### src/rtl/segregate_pkg.sv
// Shared constants, state encodings and elaboration helpers for the Segregate game controller.
package segregate_pkg;

  localparam int unsigned DEF_LANES     = 2;
  localparam int unsigned DEF_DEPTH     = 64;
  localparam int unsigned DEF_MAX_WRONG = 3;
  localparam int unsigned DEF_SCORE_W   = 7;

  // Wrong-drop counter is wide enough for the largest legal MAX_WRONG (7).
  localparam int unsigned WCNT_W = 3;

  localparam logic [4:0] ST_I    = 5'b00001;
  localparam logic [4:0] ST_PLAY = 5'b00010;
  localparam logic [4:0] ST_DROP = 5'b00100;
  localparam logic [4:0] ST_SKIP = 5'b01000;
  localparam logic [4:0] ST_DONE = 5'b10000;

  function automatic int unsigned max_u(input int unsigned a, input int unsigned b);
    return (a > b) ? a : b;
  endfunction

  function automatic int unsigned clog2_u(input int unsigned v);
    int unsigned r;
    r = 0;
    while ((64'd1 << r) < 64'(v)) r = r + 1;
    return r;
  endfunction

endpackage

### src/rtl/segregate_lane.sv
// One bin: fill counter, lit/wrong slot vectors and wrong-drop counter.
module segregate_lane
  import segregate_pkg::*;
#(
  parameter int unsigned DEPTH     = DEF_DEPTH,
  parameter int unsigned MAX_WRONG = DEF_MAX_WRONG,
  parameter int unsigned PW        = clog2_u(DEF_DEPTH) + 1
) (
  input  logic             clk,
  input  logic             reset,
  input  logic             clr,
  input  logic             drop,
  input  logic             skip,
  input  logic             is_wrong,
  output logic [PW-1:0]    pos,
  output logic [DEPTH-1:0] light,
  output logic [DEPTH-1:0] wrong,
  output logic             full_c,
  output logic             wrong_max_c
);

  localparam int unsigned AW = PW - 1;

  logic [PW-1:0]     pos_q, pos_d;
  logic [DEPTH-1:0]  light_q, light_d;
  logic [DEPTH-1:0]  wrong_q, wrong_d;
  logic [WCNT_W-1:0] wcnt_q, wcnt_d;

  // Slot index is the low bits of pos; the top FSM never drops into a full lane.
  always_comb begin
    pos_d   = pos_q;
    light_d = light_q;
    wrong_d = wrong_q;
    wcnt_d  = wcnt_q;
    if (clr) begin
      pos_d   = '0;
      light_d = '0;
      wrong_d = '0;
      wcnt_d  = '0;
    end else if (drop) begin
      light_d[pos_q[AW-1:0]] = 1'b1;
      pos_d = pos_q + PW'(1);
      if (is_wrong) begin
        wrong_d[pos_q[AW-1:0]] = 1'b1;
        wcnt_d = wcnt_q + WCNT_W'(1);
      end
    end else if (skip) begin
      pos_d = pos_q + PW'(1);
    end
  end

  // Flags look at the post-update values so the FSM can leave DROP/SKIP straight into DONE.
  assign full_c      = (pos_d == PW'(DEPTH));
  assign wrong_max_c = (wcnt_d == WCNT_W'(MAX_WRONG));

  always_ff @(posedge clk) begin
    if (reset) begin
      pos_q   <= '0;
      light_q <= '0;
      wrong_q <= '0;
      wcnt_q  <= '0;
    end else begin
      pos_q   <= pos_d;
      light_q <= light_d;
      wrong_q <= wrong_d;
      wcnt_q  <= wcnt_d;
    end
  end

  assign pos   = pos_q;
  assign light = light_q;
  assign wrong = wrong_q;

endmodule

### src/rtl/segregate_fsm_multi.sv
// Segregate game controller for LANES bins: game FSM, lane select, score/best and item category.
module segregate_fsm_multi
  import segregate_pkg::*;
#(
  parameter  int unsigned LANES     = DEF_LANES,
  parameter  int unsigned DEPTH     = DEF_DEPTH,
  parameter  int unsigned MAX_WRONG = DEF_MAX_WRONG,
  parameter  int unsigned SCORE_W   = DEF_SCORE_W,
  localparam int unsigned PW        = clog2_u(DEPTH) + 1,
  localparam int unsigned CW        = max_u(1, clog2_u(LANES))
) (
  input  logic                   Clk,
  input  logic                   Reset,
  input  logic                   Start,
  input  logic                   Ack,
  input  logic                   Pulse,
  input  logic [LANES-1:0]       Btn,
  input  logic [CW-1:0]          rand_cat,
  output logic [CW-1:0]          cur_cat,
  output logic [LANES*PW-1:0]    pos,
  output logic [LANES*DEPTH-1:0] light,
  output logic [LANES*DEPTH-1:0] wrong,
  output logic [SCORE_W-1:0]     score,
  output logic [SCORE_W-1:0]     best,
  output logic                   q_I,
  output logic                   q_Play,
  output logic                   q_Drop,
  output logic                   q_Skip,
  output logic                   q_Done
);

  logic [4:0]         state_q, state_d;
  logic [CW-1:0]      sel_q, sel_d;
  logic [CW-1:0]      cur_cat_q, cur_cat_d;
  logic [SCORE_W-1:0] score_q, score_d;
  logic [SCORE_W-1:0] best_q, best_d;
  logic               done_entry_q, done_entry_d;

  logic [CW-1:0]      rand_clamp_c;
  logic [CW-1:0]      btn_sel_c;
  logic [LANES-1:0]   lane_full_c;
  logic [LANES-1:0]   lane_wmax_c;
  logic [LANES-1:0]   lane_drop_c;
  logic [LANES-1:0]   lane_skip_c;
  logic               lane_clr_c;
  logic               is_wrong_c;

  // Categories beyond the last lane fold onto it.
  always_comb begin
    rand_clamp_c = rand_cat;
    if (32'(rand_cat) >= LANES) rand_clamp_c = CW'(LANES - 1);
  end

  // Lowest-index pressed button wins.
  always_comb begin
    btn_sel_c = '0;
    for (int i = int'(LANES) - 1; i >= 0; i--) begin
      if (Btn[i]) btn_sel_c = CW'(i);
    end
  end

  assign lane_clr_c = (state_q == ST_I);
  assign is_wrong_c = (sel_q != cur_cat_q);

  always_comb begin
    lane_drop_c = '0;
    lane_skip_c = '0;
    for (int l = 0; l < int'(LANES); l++) begin
      lane_drop_c[l] = (state_q == ST_DROP) && (sel_q == CW'(l));
      lane_skip_c[l] = (state_q == ST_SKIP) && (cur_cat_q == CW'(l));
    end
  end

  always_comb begin
    state_d   = state_q;
    sel_d     = sel_q;
    cur_cat_d = cur_cat_q;
    score_d   = score_q;
    best_d    = best_q;
    case (state_q)
      ST_I: begin
        cur_cat_d = rand_clamp_c;
        score_d   = '0;
        if (Start) state_d = ST_PLAY;
      end
      ST_PLAY: begin
        if (|Btn) begin
          sel_d   = btn_sel_c;
          state_d = ST_DROP;
        end else if (Pulse) begin
          state_d = ST_SKIP;
        end
      end
      ST_DROP: begin
        if ((sel_q == cur_cat_q) && (score_q != '1)) score_d = score_q + SCORE_W'(1);
        cur_cat_d = rand_clamp_c;
        state_d   = (lane_full_c[sel_q] || lane_wmax_c[sel_q]) ? ST_DONE : ST_PLAY;
      end
      ST_SKIP: begin
        cur_cat_d = rand_clamp_c;
        state_d   = lane_full_c[cur_cat_q] ? ST_DONE : ST_PLAY;
      end
      ST_DONE: begin
        // Score is final by the first DONE cycle; best is committed once, on that cycle.
        if (done_entry_q && (score_q > best_q)) best_d = score_q;
        if (Ack) state_d = ST_I;
      end
      default: state_d = ST_I;
    endcase
  end

  assign done_entry_d = (state_d == ST_DONE) && (state_q != ST_DONE);

  always_ff @(posedge Clk) begin
    if (Reset) begin
      state_q      <= ST_I;
      sel_q        <= '0;
      cur_cat_q    <= '0;
      score_q      <= '0;
      best_q       <= '0;
      done_entry_q <= 1'b0;
    end else begin
      state_q      <= state_d;
      sel_q        <= sel_d;
      cur_cat_q    <= cur_cat_d;
      score_q      <= score_d;
      best_q       <= best_d;
      done_entry_q <= done_entry_d;
    end
  end

  for (genvar l = 0; l < LANES; l++) begin : g_lane
    segregate_lane #(
      .DEPTH     (DEPTH),
      .MAX_WRONG (MAX_WRONG),
      .PW        (PW)
    ) u_lane (
      .clk         (Clk),
      .reset       (Reset),
      .clr         (lane_clr_c),
      .drop        (lane_drop_c[l]),
      .skip        (lane_skip_c[l]),
      .is_wrong    (is_wrong_c),
      .pos         (pos[l*PW +: PW]),
      .light       (light[l*DEPTH +: DEPTH]),
      .wrong       (wrong[l*DEPTH +: DEPTH]),
      .full_c      (lane_full_c[l]),
      .wrong_max_c (lane_wmax_c[l])
    );
  end

  assign cur_cat = cur_cat_q;
  assign score   = score_q;
  assign best    = best_q;

  assign q_I    = (state_q == ST_I);
  assign q_Play = (state_q == ST_PLAY);
  assign q_Drop = (state_q == ST_DROP);
  assign q_Skip = (state_q == ST_SKIP);
  assign q_Done = (state_q == ST_DONE);

endmodule

### config.mk
export PLATFORM = sky130hd
export DESIGN_NAME = segregate_fsm_multi
export DESIGN_NICKNAME = d
export VERILOG_FILES = /design/src/rtl/segregate_pkg.sv /design/src/rtl/segregate_lane.sv /design/src/rtl/segregate_fsm_multi.sv
export SDC_FILE = /design/constraint.sdc
export NUM_CORES = 1
export LEC_CHECK = 0
export ABC_AREA = 1
export CAP_MARGIN = 0
export CORE_ASPECT_RATIO = 1.4
export CORE_MARGIN = 2
export CORE_UTILIZATION = 50
export CTS_BUF_LIST = sky130_fd_sc_hd__clkbuf_16
export DETAILED_ROUTE_END_ITERATION = 8
export MAX_ROUTING_LAYER = met4
export PLACE_DENSITY_LB_ADDON = 0.05
export SYNTH_ARGS = -nofsm -noshare
export SYNTH_HDL_FRONTEND = slang
export SYNTH_HIERARCHICAL = 1
export SYNTH_SLANG_ARGS = --single-unit
### constraint.sdc
create_clock -name Clk -period 6.4 [get_ports Clk]
set_input_delay 1.28 -clock Clk [delete_from_list [all_inputs] [get_ports Clk]]
set_output_delay 1.28 -clock Clk [all_outputs]
set_load 0.1 [all_outputs]
## Word level (Yosys, flattened, before mapping)

Index checks and enable logic that the tools add are counted.

| word-level totals | value |
|---|---|
| input bits | 8 |
| output and inout bits | 290 |
| logic and storage cells | 99 |
| register bits after elaboration | 298 |

| cells by class | value |
|---|---|
| bitwise operators | 6 |
| reductions and logical operators | 19 |
| eq/ne operators | 15 |
| multiplexer cells | 33 |
| $lt $le $gt $ge | 7 |
| add/subtract/negate cells | 5 |

Operator list:

| operator | number |
|---|---|
| $or A64 B64 Y64 | 4 |
| $mux W7 | 7 |
| $mux W5 | 6 |
| $pmux W5 S5 | 1 |
| $add A7 B1 Y7 const B | 3 |
| $mux W3 | 6 |
| $eq A7 B7 Y1 const B | 2 |
| $lt A6 B7 Y1 const B | 2 |
| $pmux W7 S2 | 1 |
| $demux W1 S6 | 2 |
| $ge A6 B1 Y1 const B | 2 |
| $eq A5 B5 Y1 const B | 2 |
| $mux W1 | 10 |
| $reduce_and A2 Y1 | 5 |
| $logic_and A1 B1 Y1 | 9 |
| $gt A7 B7 Y1 | 1 |
| $ne A7 B7 Y1 const B | 1 |
| $add A3 B1 Y3 const B | 2 |
| $eq A3 B2 Y1 const B | 2 |
| $eq A5 B1 Y1 const B | 1 |
| $eq A5 B2 Y1 const B | 1 |
| $eq A5 B3 Y1 const B | 1 |
| $eq A5 B4 Y1 const B | 1 |
| $ne A5 B5 Y1 const B | 1 |
| 9 further kinds | 12 |

## Depth between registers and ports, before layout

| logic depth | value |
|---|---|
| depth after elaboration | 13 |
| gate-level depth with buffers | 20 |

## Hierarchy

Netlist, hierarchy kept.

By module, submodules not included:

| module | cells each | times used | area an instance (um^2) |
|---|---|---|---|
| segregate_lane at g_lane[0].u_lane | 630 | 1 | 4906.0 |
| segregate_lane at g_lane[1].u_lane | 622 | 1 | 4853.4 |
| segregate_fsm_multi | 206 | 1 | 1378.8 |

## Least setup slack after synthesis

Ideal clock, no wire load.

| timing | value |
|---|---|
| path kind | reg2reg |
| start | register state_q[0] |
| end | register state_q[1] |
| cell stages (with the launch flop) | 18 |
| path buffers | 0 |
| data arrival time | 2.662 ns |
| path slack | 3.621 ns |
| period minus slack after synthesis | 2.779 ns |
| path through | dfxtp_1 inv_1 nor2_1 nand3_2 inv_1 inv_1 nand3_1 nand2_1 nor2_1 nand3_1 nor2_1 inv_1 nand2_1 o21ai_0 nand2_1 nand3_1 nor2_1 nor2_1 |

| on the way | value |
|---|---|
| elaborated cells between the ends (all ways) | 33 |
| classes of those cells | eq/ne (9); mux (19); reduce/logical (5) |

RTL lines:

| what | RTL line | RTL |
|---|---|---|
| from (decl) | segregate_fsm_multi.sv:32 | `logic [4:0] state_q, state_d;` |
| from (signal assigned) | segregate_fsm_multi.sv:123 | `state_q <= state_d;` |
| $eq A5 B1 Y1 * | -- |  |
| via q_I | segregate_fsm_multi.sv:25 | `output logic q_I,` |
| $mux W7 * | segregate_lane.sv:35 | `if (clr) begin` |
| $eq A7 B7 Y1 * | segregate_lane.sv:53 | `assign full_c = (pos_d == PW'(DEPTH));` |
| via lane_full_c[1] | segregate_fsm_multi.sv:41 | `logic [LANES-1:0] lane_full_c;` |
| $mux W1 (not written as such) (2 in a row) | segregate_fsm_multi.sv:97 | `state_d = (lane_full_c[sel_q] \|\| lane_wmax_c[sel_q]) ? ST_DONE : ST_PLAY;` |
| $logic_or A1 B1 Y1 | segregate_fsm_multi.sv:97 |  |
| $mux W5 | segregate_fsm_multi.sv:97 |  |
| $pmux W5 S5 * | segregate_fsm_multi.sv:80 | `case (state_q)` |

Mark *: on every way through the listed nets, which the timed path passes. The rest lies on a longest branch. The select of a mux whose other input is x is not followed.
A chain may end at the register's enable or synchronous reset.

## Worst setup path in the final report

| timing | value |
|---|---|
| start | register state_q[0] |
| end | output port q_I |

| on the way | value |
|---|---|
| word-level cells in the longest chain between the ends | 1 |

RTL lines:

| what | RTL line | RTL |
|---|---|---|
| $eq A5 B1 Y1 | segregate_fsm_multi.sv:156 | `assign q_I = (state_q == ST_I);` |
| to (decl) | segregate_fsm_multi.sv:25 |  |

Every way passes these cells.

==> metrics.csv <==
metric,value,unit
outcome,"complete, no violations",
worst path bufs/invs,3,
setup_tns,0,ps
GPL Wtd Cong,0.862,
Starting DRT DRC Count,625,
crit end category,output pin,
Worst Path Required,5120,ps
vias in the first global route,9922,
"Hold-fix buffers, CTS",0,
critical path type,reg2out,
port bufs,297,
sequential share of the synthesized area,0.536,
nets,1746,
clock sink count,298,
detailed placement HPWL,21900,um
post-cts resize count,0,
row count,64,
fin crit share,0.654,
Setup crit start,state_q[0],
Post-Syn Area per Cell,7.64,um^2
CP max stage delay,1220,ps
overall routing resource usage,0.275,
remaining antenna violation count,0,
Synth-to-Final Area Change,35.7,%
initial core utilization,0.510,
Max Freq,239,MHz
largest net degree at the start of global routing,93,
startpoint class of the critical path,register,
register area,5970,um^2
"Setup violations, final",0,
Yosys reg bits,298,
HP Class,reg2reg,
Leakage,5.08,nW
Filler cells,1893,
Worst-Margin Slew,1200,ps
internal reg-to-reg setup slack,2570,ps
via-per-instance ratio,5.08,
H-tree lvl count,1,
total CTS buffers,27,
R2R depth,18,
most frequent cell on the critical path,inv_1,
root buffer cell,clkbuf_16,
Tmin final,4180,ps
insertion delay to the later sink of the worst-skew pair,530,ps
# Post-CTS Setup Buffers,0,
Core ar.,21900,um^2
Max Fanout on Critical Path,11,
"delay-heaviest family, CP",buffers and inverters,
DRT Pass-1 Iters,5,
cells after synthesis,1458,
arrival time at the worst endpoint,2900,ps
Yosys cell types,31,
Synth warnings,6,
die height,181,um
multi-input combinational cell area,4290,um^2
Layout Skew,6.16,ps
DRC,0,
Max VDD drop,0.240,mV
Final Util,0.692,
critical path's slowest cell,clkdlybuf4s50_1,
Pins Over Slew Limit,0,
MaxCap Viol Count,0,
setup repair after global routing missed its margin,no,
Routed Wire Length,32100,um
share of cells above drive strength 1,0.0481,
IO Count,298,
Setup crit end,q_I,
Max clock buf depth,3,
initial antenna violation count,0,
Final Hold Viols,0,
Cell Pwr Density,240,nW/um^2
Syn Std Cell Area,11100,um^2
ANT cells,0,
worst path cell trace,"inv_1, nor2_1, nand3_2, inv_1, clkdlybuf4s50_1",
Slew Limit Headroom,0.197,
worst r2r src,state_q[0],
Syn Nets,1478,
GRT overflow,0,
drt wl/cell,15.7,um
first-pass GRT wire length,50600,um
Die X,130,um
Vias,10400,
FF-to-FF End,state_q[1],
clock slew at reported path FFs,60,ps
die area,23500,um^2
CTS tree,built,
CP Depth,5,
==> cell families after synthesis <==
| kind of cell | after synthesis | synth area share |
|---|---|---|
| buffers and inverters | 217 | 0.0812 |
| adder cells (fa/ha/maj) | 12 | 0.0135 |
| XOR/XNOR | 1 | 0.000786 |
| AO/OA/AOI/OAI | 294 | 0.135 |
| flip-flops | 298 | 0.536 |
| AND/OR/NAND/NOR | 636 | 0.234 |
==> stage by stage <==
| step | hold WS (ps) | instance area, um^2 | cells | setup WS (ps) | total power, W |
|---|---|---|---|---|---|
| 2_1_floorplan | 500 | 11100 | 1458 | 3620 | 0.00200 |
| 3_3_place_gp | 436 | 14200 | 1994 | 2600 | 0.00203 |
| 3_5_place_dp | 440 | 14200 | 1994 | 2550 | 0.00203 |
| 4_1_cts | 450 | 15100 | 2044 | 2210 | 0.00365 |
| 5_1_grt | 464 | 15100 | 2044 | 2080 | 0.00373 |
| 6_report | 448 | 15100 | 2044 | 2220 | 0.00362 |
==> cells in the mapped netlist <==
master / number / area [um^2]
nor2_1: 360 / 1350
dfxtp_1: 298 / 5970
a21oi_1: 270 / 1350
nand2_1: 175 / 657
inv_1: 148 / 556
nand3_1: 61 / 305
buf_2: 38 / 190
o21ai_0: 15 / 75.1
buf_1: 13 / 48.8
ha_1: 12 / 150
nor3_1: 11 / 55.1
a21oi_2: 6 / 52.6
nor2_2: 6 / 37.5
buf_4: 5 / 37.5
clkbuf_1: 5 / 18.8
nand4_1: 5 / 31.3
inv_2: 4 / 15.0
nor2_4: 4 / 45.0
buf_6: 3 / 33.8
nand2_2: 3 / 18.8
or2_2: 3 / 18.8
a21o_1: 2 / 15.0
nand3_4: 2 / 35.0
nand3b_1: 2 / 15.0
clkinv_2: 1 / 5.00
nand2_4: 1 / 11.3
nand3_2: 1 / 10.0
nor3_2: 1 / 10.0
nor4_1: 1 / 6.26
o21bai_1: 1 / 7.51
xnor2_1: 1 / 8.76
==> where the power goes <==
group / switching [W] / internal [W] / leakage (nW)
clock: 0.000704 / 0.000934 / 0.435
combinational: 0.000102 / 0.0000225 / 2.25
sequential: 0.00000408 / 0.00186 / 2.40
==> registers in the layout (all words and copies together), names as in the netlist <==
signal / count
g_lane.u_lane/light: 128
g_lane.u_lane/wrong: 128
g_lane.u_lane/pos: 14
best: 7
score: 7
g_lane.u_lane/wcnt_q: 6
state_q: 5
cur_cat: 1
done_entry_q: 1
sel_q: 1
==> cell type report <==
type | count | area share
Sequential cell | 298 | 0.395
Inverter | 153 | 0.0381
Clock buffer | 27 | 0.0447
Multi-Input combinational cell | 943 | 0.284
Tap cell | 297 | 0.0246
Clock inverter | 23 | 0.0148
Timing Repair Buffer | 303 | 0.200
==> worst reg2reg max path: stages, from the launching register on <==
cell and delay (ps):
dfxtp_1 330, nor2_4 150, nand2_2 70, nor2_4 190, inv_1 160, nor2_4 90
buf_4 550, nand2_1 230, inv_2 880, o21ai_0 190, a21o_1 220, nor3_1 140
nor2_1 60, nand2_1 50, o21ai_0 120, nand2_1 80, nand3_1 70, nor2_1 80
nor2_1 40
==> per-layer routing <==
metal  routed length [um]  GRT usage
met5                    0          -
met4                 1060     0.0933
met3                 2750     0.0733
met2                15800      0.468
met1                12500      0.308
==> how the worst min path moves through the flow <==
stage / end / from / depth (start not counted)
final: g_lane[1].u_lane/light[51] / g_lane[1].u_lane/light[51] / 2
after global routing: g_lane[1].u_lane/light[51] / g_lane[1].u_lane/light[51] / 2
after CTS: g_lane[0].u_lane/light[51] / g_lane[0].u_lane/light[51] / 2
after detailed placement: g_lane[0].u_lane/light[51] / g_lane[0].u_lane/light[51] / 2
after global placement: g_lane[1].u_lane/wrong[38] / g_lane[1].u_lane/wrong[38] / 2
after floorplan: state_q[3] / state_q[3] / 2
==> cells in the final DEF, fill, tap and decap left out <==
| master | Yosys | final |
|---|---|---|
| nor3_1 | 11 | 11 |
| nor3_2 | 1 | 1 |
| clkinv_1 | 0 | 5 |
| o21ai_0 | 15 | 15 |
| nor2_2 | 6 | 6 |
| nor4_1 | 1 | 1 |
| nand4_1 | 5 | 5 |
| or2_2 | 3 | 1 |
| nand2_4 | 1 | 1 |
| bufinv_16 | 0 | 4 |
| a21oi_1 | 270 | 270 |
| ha_1 | 12 | 12 |
| clkinvlp_4 | 0 | 5 |
| nand3_1 | 61 | 61 |
| o21bai_1 | 1 | 1 |
| a21o_1 | 2 | 2 |
| buf_4 | 5 | 6 |
| clkdlybuf4s50_1 | 0 | 297 |
| or2_4 | 0 | 2 |
| nand3_2 | 1 | 1 |
| clkinv_2 | 1 | 8 |
| nand3b_1 | 2 | 2 |
| inv_2 | 4 | 4 |
| nand2_1 | 175 | 175 |
| nor2_4 | 4 | 6 |
| dfxtp_1 | 298 | 298 |
| a21oi_2 | 6 | 6 |
| nand2_2 | 3 | 3 |
| xnor2_1 | 1 | 1 |
| nand3_4 | 2 | 2 |
| nor2_1 | 360 | 358 |
| inv_6 | 0 | 1 |
| inv_1 | 148 | 149 |
| clkbuf_16 | 0 | 27 |
(Power assumes the default switching activity.)
